File: src/rtl/stack_op_sequencer.sv
// rtl/stack_op_sequencer.sv - multicycle stack-machine operation sequencer
//
// Purpose:
//   Accepts one stack operation at a time through a valid/ready handshake.
//   It drives the push/pop/tos strobes of an external LIFO that has a
//   registered data output. It computes ALU results and tracks the entry
//   count, and it reports overflow/underflow without executing the failing op.
//
// Optional feature:
//   `define STACK_SEQ_FLAGS_EN adds the flag_z / flag_c outputs.
//
// Ports:
//   clk        in   rising-edge clock
//   rst        in   asynchronous active-high reset, shared with the stack
//   op_valid   in   operation request
//   op_ready   out  high only in IDLE; accept on op_valid && op_ready
//   op_code    in   000 PUSH 001 POP 010 TOS 011 ADD 100 SUB 101 AND 110 OR 111 NOT
//   op_imm     in   PUSH immediate, sampled at accept
//   done       out  one-cycle completion pulse
//   err        out  valid with done: overflow/underflow, op not executed
//   result     out  op result, valid with done, held until the next done
//   depth      out  current stack entry count
//   stk_push   out  stack push strobe
//   stk_pop    out  stack pop strobe
//   stk_tos    out  stack read-top strobe
//   stk_din    out  stack write data
//   stk_dout   in   stack read data, valid the cycle after pop/tos
//   flag_z     out  (STACK_SEQ_FLAGS_EN) result == 0
//   flag_c     out  (STACK_SEQ_FLAGS_EN) ADD carry / SUB borrow

module stack_op_sequencer #(
   parameter int WORD     = 8,
   parameter int LENGTH   = 64,
   parameter int POINTERL = 6
) (
   input  logic                clk,
   input  logic                rst,
   input  logic                op_valid,
   output logic                op_ready,
   input  logic [2:0]          op_code,
   input  logic [WORD-1:0]     op_imm,
   output logic                done,
   output logic                err,
   output logic [WORD-1:0]     result,
   output logic [POINTERL:0]   depth,
   output logic                stk_push,
   output logic                stk_pop,
   output logic                stk_tos,
   output logic [WORD-1:0]     stk_din,
   input  logic [WORD-1:0]     stk_dout
`ifdef STACK_SEQ_FLAGS_EN
   ,
   output logic                flag_z,
   output logic                flag_c
`endif
);

   localparam logic [2:0] OP_PUSH = 3'b000;
   localparam logic [2:0] OP_POP  = 3'b001;
   localparam logic [2:0] OP_TOS  = 3'b010;
   localparam logic [2:0] OP_ADD  = 3'b011;
   localparam logic [2:0] OP_SUB  = 3'b100;
   localparam logic [2:0] OP_AND  = 3'b101;
   localparam logic [2:0] OP_OR   = 3'b110;
   localparam logic [2:0] OP_NOT  = 3'b111;

   // One slot of the array is never usable, so a full stack holds LENGTH-1.
   localparam logic [POINTERL:0] DEPTH_FULL = (POINTERL+1)'(LENGTH - 1);
   localparam logic [POINTERL:0] DEPTH_ONE  = (POINTERL+1)'(1);
   localparam logic [POINTERL:0] DEPTH_TWO  = (POINTERL+1)'(2);

   typedef enum logic [2:0] {
      S_IDLE,
      S_POPA,
      S_POPB,
      S_WAIT,
      S_EXEC,
      S_PUSH,
      S_DONE
   } state_t;

   state_t              r_state;
   state_t              w_state_d;

   logic [2:0]          r_op;
   logic                r_err;
   logic [WORD-1:0]     r_acc;
   logic [WORD-1:0]     r_b;
   logic [WORD-1:0]     r_result;
   logic [POINTERL:0]   r_depth;

   logic                w_accept;
   logic                w_chk_err;
   logic                w_is_binary;
   logic                w_enter_done;
   logic [WORD:0]       w_alu;
   logic [WORD-1:0]     w_acc_d;

`ifdef STACK_SEQ_FLAGS_EN
   logic                r_carry;
   logic                w_carry_d;
   logic                r_flag_z;
   logic                r_flag_c;
`endif

   // ------------------------------------------------------------------
   // Accept-time legality check
   // ------------------------------------------------------------------
   always_comb begin
      w_chk_err = 1'b0;
      case (op_code)
         OP_PUSH:                w_chk_err = (r_depth == DEPTH_FULL);
         OP_POP, OP_TOS, OP_NOT: w_chk_err = (r_depth == '0);
         default:                w_chk_err = (r_depth < DEPTH_TWO);
      endcase
   end

   assign w_accept    = op_valid && (r_state == S_IDLE);
   assign w_is_binary = (r_op == OP_ADD) || (r_op == OP_SUB) ||
                        (r_op == OP_AND) || (r_op == OP_OR);

   // ------------------------------------------------------------------
   // FSM: state register
   // ------------------------------------------------------------------
   always_ff @(posedge clk or posedge rst) begin
      if (rst) begin
         r_state <= S_IDLE;
      end else begin
         r_state <= w_state_d;
      end
   end

   // ------------------------------------------------------------------
   // FSM: next state and Moore outputs
   // ------------------------------------------------------------------
   always_comb begin
      w_state_d = r_state;
      op_ready  = 1'b0;
      done      = 1'b0;
      err       = 1'b0;
      stk_push  = 1'b0;
      stk_pop   = 1'b0;
      stk_tos   = 1'b0;
      stk_din   = '0;

      case (r_state)
         S_IDLE: begin
            op_ready = 1'b1;
            if (op_valid) begin
               if (w_chk_err) begin
                  w_state_d = S_DONE;
               end else if (op_code == OP_PUSH) begin
                  w_state_d = S_PUSH;
               end else begin
                  w_state_d = S_POPA;
               end
            end
         end
         S_POPA: begin
            // TOS reuses the first pop slot but only reads the top.
            stk_tos   = (r_op == OP_TOS);
            stk_pop   = (r_op != OP_TOS);
            w_state_d = w_is_binary ? S_POPB : S_WAIT;
         end
         S_POPB: begin
            stk_pop   = 1'b1;
            w_state_d = S_EXEC;
         end
         S_WAIT: begin
            w_state_d = (r_op == OP_NOT) ? S_PUSH : S_DONE;
         end
         S_EXEC: begin
            w_state_d = S_PUSH;
         end
         S_PUSH: begin
            stk_push  = 1'b1;
            stk_din   = r_acc;
            w_state_d = S_DONE;
         end
         S_DONE: begin
            done      = 1'b1;
            err       = r_err;
            w_state_d = S_IDLE;
         end
         default: begin
            w_state_d = S_IDLE;
         end
      endcase
   end

   assign w_enter_done = (w_state_d == S_DONE) && (r_state != S_DONE);

   // ------------------------------------------------------------------
   // ALU: a arrives on stk_dout during EXEC, b was captured in POPB.
   // Bit WORD is the carry for ADD and the borrow (a<b) for SUB.
   // ------------------------------------------------------------------
   always_comb begin
      w_alu = '0;
      case (r_op)
         OP_ADD:  w_alu = {1'b0, stk_dout} + {1'b0, r_b};
         OP_SUB:  w_alu = {1'b0, stk_dout} - {1'b0, r_b};
         OP_AND:  w_alu = {1'b0, stk_dout & r_b};
         OP_OR:   w_alu = {1'b0, stk_dout | r_b};
         default: w_alu = '0;
      endcase
   end

   // Next value of the working accumulator. The result register loads this
   // value on the edge entering DONE, because POP/TOS capture stk_dout on
   // that same edge.
   always_comb begin
      w_acc_d = r_acc;
`ifdef STACK_SEQ_FLAGS_EN
      w_carry_d = r_carry;
`endif
      case (r_state)
         S_IDLE: begin
            if (op_valid) begin
               w_acc_d = (!w_chk_err && (op_code == OP_PUSH)) ? op_imm : '0;
`ifdef STACK_SEQ_FLAGS_EN
               w_carry_d = 1'b0;
`endif
            end
         end
         S_WAIT: begin
            w_acc_d = (r_op == OP_NOT) ? ~stk_dout : stk_dout;
         end
         S_EXEC: begin
            w_acc_d = w_alu[WORD-1:0];
`ifdef STACK_SEQ_FLAGS_EN
            w_carry_d = w_alu[WORD];
`endif
         end
         default: begin
         end
      endcase
   end

   // ------------------------------------------------------------------
   // Datapath registers
   // ------------------------------------------------------------------
   always_ff @(posedge clk or posedge rst) begin
      if (rst) begin
         r_op     <= OP_PUSH;
         r_err    <= 1'b0;
         r_acc    <= '0;
         r_b      <= '0;
         r_result <= '0;
         r_depth  <= '0;
      end else begin
         r_acc <= w_acc_d;

         if (w_accept) begin
            r_op  <= op_code;
            r_err <= w_chk_err;
         end

         if (r_state == S_POPB) begin
            r_b <= stk_dout;
         end

         if (w_enter_done) begin
            r_result <= w_acc_d;
         end

         if (((r_state == S_POPA) && (r_op != OP_TOS)) || (r_state == S_POPB)) begin
            r_depth <= r_depth - DEPTH_ONE;
         end else if (r_state == S_PUSH) begin
            r_depth <= r_depth + DEPTH_ONE;
         end
      end
   end

   assign result = r_result;
   assign depth  = r_depth;

`ifdef STACK_SEQ_FLAGS_EN
   always_ff @(posedge clk or posedge rst) begin
      if (rst) begin
         r_carry  <= 1'b0;
         r_flag_z <= 1'b0;
         r_flag_c <= 1'b0;
      end else begin
         r_carry <= w_carry_d;
         if (w_enter_done) begin
            r_flag_z <= (w_acc_d == '0);
            r_flag_c <= w_carry_d;
         end
      end
   end

   assign flag_z = r_flag_z;
   assign flag_c = r_flag_c;
`endif

endmodule

File: config.mk
export PLATFORM = sky130hd
export DESIGN_NAME = stack_op_sequencer
export DESIGN_NICKNAME = d
export VERILOG_FILES = /design/src/rtl/stack_op_sequencer.sv
export SDC_FILE = /design/constraint.sdc
export NUM_CORES = 1
export LEC_CHECK = 0
export BUFFER_PORTS_ARGS = -buffer_cell sky130_fd_sc_hd__buf_2
export CAP_MARGIN = 20
export CELL_PAD_IN_SITES_DETAIL_PLACEMENT = 1
export CELL_PAD_IN_SITES_GLOBAL_PLACEMENT = 2
export CORE_ASPECT_RATIO = 1.5
export CORE_MARGIN = 2
export CORE_UTILIZATION = 25
export CTS_CLUSTER_DIAMETER = 200
export DETAILED_ROUTE_END_ITERATION = 6
export PLACE_DENSITY = 0.7
export SYNTH_ARGS = -nofsm -noshare
export SYNTH_HDL_FRONTEND = slang
export SYNTH_SLANG_ARGS = --single-unit
File: constraint.sdc
create_clock -name clk -period 3.7 [get_ports clk]
set_clock_uncertainty 0.1 [all_clocks]
set_input_delay 1.11 -clock clk [delete_from_list [all_inputs] [get_ports clk]]
set_output_delay 1.11 -clock clk [all_outputs]
set_load 0.05 [all_outputs]
==> flow_summary.ini <==
[run_status]
result_of_the_run = completed

[synth]
number_of_enable_type_register_cells_in_the_synthesized_netlist = 0
ys_seq_elements = 38
mappedNetlistNets = 373
synth_area_per_cell_sq_um = 8.76
yosys.cell_types.count = 57
syn-cell-area_sq_mm = 0.00293
yosysMostFrequentCell = sky130_fd_sc_hd__dfrtp_1
ys_top_cells_by_count = sky130_fd_sc_hd__dfrtp_1 (38), sky130_fd_sc_hd__a21oi_1 (31), sky130_fd_sc_hd__nor2_1 (29)
ys_seq_area_share_pct = 32.5
number_of_standard_cells_after_synthesis = 334
synth.top_cells.by_area = sky130_fd_sc_hd__dfrtp_1 (32%), sky130_fd_sc_hd__ha_1 (6.4%), sky130_fd_sc_hd__a21oi_1 (5.3%), sky130_fd_sc_hd__xnor2_1 (4.8%), sky130_fd_sc_hd__mux2_2 (4.6%)
primary_flip_flop_cell_chosen_by_synthesis_mapping = sky130_fd_sc_hd__dfrtp_1
synthesis_warnings = 0
yosys.area.top_type_share_pct = 32.5
async_reset_ff_share_pct = 100
synth_area_leader_cell = sky130_fd_sc_hd__dfrtp_1

[global_route]
first_global_vias = 2921
antenna_found_initial = 0
grtUsageTotal_pct = 16.4
globalRouteOverflowTotal = 0
grt_max_degree = 16
global_route_wire_length_before_repair_mm = 16.0

[placement]
placement.io_buffers = 50
finalWeightedCongestion = 0.791
dp_hpwl_mm = 7.97
place_inst = 531

[critical_path]
critical_path_peak_fanout = 12
critical_path_class = reg -> out
cp_startpoint_kind = flip-flop
worst_setup_path_end_kind = primary output
cp_data_arrival_time_ns = 1.91
crit_required_ns = 2.49

[job]
max-cap-violations = 0

[clock_network]
post_cts_resize_count = 0
max-clock-path-buffers = 2
postCtsSetupBuffers = 0
cts_htree_levels = 2
clock_sink_count = 38
cts.root.buffer_cell = sky130_fd_sc_hd__clkbuf_16
ctsHoldBuffers = 0
clock_tree_from_tritoncts = built
clkSlewWorstSetupHoldPaths_ns = 0.06
clock_insertion_delay_worst_skew_ns = 0.29
cts-buffers-inserted = 5

[timing]
max_freq_mhz = 321
worst-slew-pin-transition_ns = 0.894
finalSetupViolCount = 0
fin_setup_tns_ns = 0
layout_min_cycle_time_ns = 3.12
timing.final.max_slew_violations = 0
max_slew_headroom_at_the_worst_pin_pct = 40.2
hold_violations = 0
grt_setup_unrepaired = no
final_min_period_over_clock_period_pct = 84.2

[floorplan]
die_area_sq_mm = 0.0126
die_y_um = 137
initial_core_util_pct = 25.5
dieWidth_um = 92.3
placementRows = 48
io-pin-count = 51
fp.coreArea_sq_mm = 0.0115

[finish]
antenna_cells_inserted = 0
post_layout_nonfiller_instances = 538
synthToLayoutAreaGrowth_pct = 21.3
nNetsFinal = 427
layout-drive-gt1-share_pct = 24.7

[routing]
final_antenna_net_count = 0
via_per_inst = 5.03
drt_iter0_drc = 79
drtPass1Iterations = 4
avgRoutedWirePerCell_um = 18.7
num_vias = 2707
detail_route.wirelength_mm = 10.1
dr_drc_count = 0

[min_path]
min-delay-path-class = reg -> reg
-- metal layers --
layer  vias to the layer above  part of all wire [%]  track usage, %
met1                      1340                    41            19.0
met4                         0                   1.4            4.73
met3                         8                   1.8            1.54
met5                         -                     0               0
met2                        40                    56            31.7
li1                       1319                     -               -
-- critical path: stages, from the launching register on --
cell	delay [ns]
sky130_fd_sc_hd__dfrtp_1	0.55
sky130_fd_sc_hd__nor2b_1	0.18
sky130_fd_sc_hd__buf_4	0.18
sky130_fd_sc_hd__o21ai_1	0.09
sky130_fd_sc_hd__a21oi_1	0.28
sky130_fd_sc_hd__buf_2	0.32
-- path summary, 6_finish.rpt --
check / start / end / slack, ns / cells past startpoint
hold / removal: result[3] / result[3] / 0.39 / 2
min in group asynchronous: rst / result[5] / 0.77 / 2
setup reg to reg: r_state[1] / depth[5] / 0.61 / 10
setup / recovery: r_state[1] / stk_pop / 0.58 / 5
max in group asynchronous: rst / r_b[1] / 2.10 / 3
hold reg to reg: result[3] / result[3] / 0.39 / 2
-- through the flow --
| step | area, sq um | worst slack (ns) | util, % | hold WS (ns) |
|---|---|---|---|---|
| finish | 3550 | 0.585 | 30.9 | 0.387 |
| global route | 3550 | 0.403 | 30.9 | 0.424 |
| CTS | 3550 | 0.586 | 30.9 | 0.394 |
| detailed placement | 3380 | 0.511 | 29.5 | 0.380 |
| global placement | 3380 | 0.511 | 29.5 | 0.360 |
| floorplan | 2930 | 0.0172 | - | 0.398 |
-- registers in the layout, summed over array words and instances (netlist names) --
| register | count |
|---|---|
| depth | 7 |
| r_acc | 8 |
| r_b | 8 |
| r_err | 1 |
| r_op | 3 |
| r_state | 3 |
| result | 8 |
-- final cells by class --
type                            count  area (sq um)
Fill cell                        1370          7920
Clock inverter                      1          30.0
Sequential cell                    38           951
Timing Repair Buffer               62           340
Multi-Input combinational cell    269          1860
Tap cell                          150           188
Inverter                           12          46.3
Clock buffer                        6           139
-- cells by family (layout without fill, tap and decap cells) --
family,Yosys count,count (layout),share of synthesized area (%)
AO/OA/AOI/OAI,92,92,19.8
XOR/XNOR,25,25,7.48
adder cells (fa/ha/maj),17,17,7.78
buffers and inverters,27,81,4.10
flip-flops,38,38,32.5
multiplexers,17,17,6.84
AND/OR/NAND/NOR,118,118,21.5
-- cell usage in the layout (no fill, tap or decap), types with 4 or more instances in the layout --
cell type | netlist | final
sky130_fd_sc_hd__clkbuf_16 | 0 | 5
sky130_fd_sc_hd__nand3_1 | 9 | 9
sky130_fd_sc_hd__nor2_1 | 29 | 29
sky130_fd_sc_hd__nand4_1 | 4 | 4
sky130_fd_sc_hd__and3_1 | 9 | 9
sky130_fd_sc_hd__a21o_1 | 6 | 6
sky130_fd_sc_hd__mux2_2 | 12 | 12
sky130_fd_sc_hd__nor2b_1 | 7 | 7
sky130_fd_sc_hd__inv_1 | 11 | 11
sky130_fd_sc_hd__a31oi_1 | 4 | 4
sky130_fd_sc_hd__nand2_1 | 21 | 21
sky130_fd_sc_hd__nor3_1 | 15 | 15
sky130_fd_sc_hd__ha_1 | 15 | 15
sky130_fd_sc_hd__buf_2 | 5 | 50
sky130_fd_sc_hd__dfrtp_1 | 38 | 38
sky130_fd_sc_hd__o21ai_0 | 16 | 16
sky130_fd_sc_hd__o22ai_1 | 5 | 5
sky130_fd_sc_hd__buf_4 | 3 | 12
sky130_fd_sc_hd__a21oi_1 | 31 | 31
sky130_fd_sc_hd__a211oi_1 | 5 | 5
sky130_fd_sc_hd__or2_2 | 4 | 4
sky130_fd_sc_hd__xnor2_1 | 16 | 16
sky130_fd_sc_hd__xor2_1 | 9 | 9
Power is not shown: default switching activity piles up to over one toggle a cycle in this logic, so the estimate is an artifact.
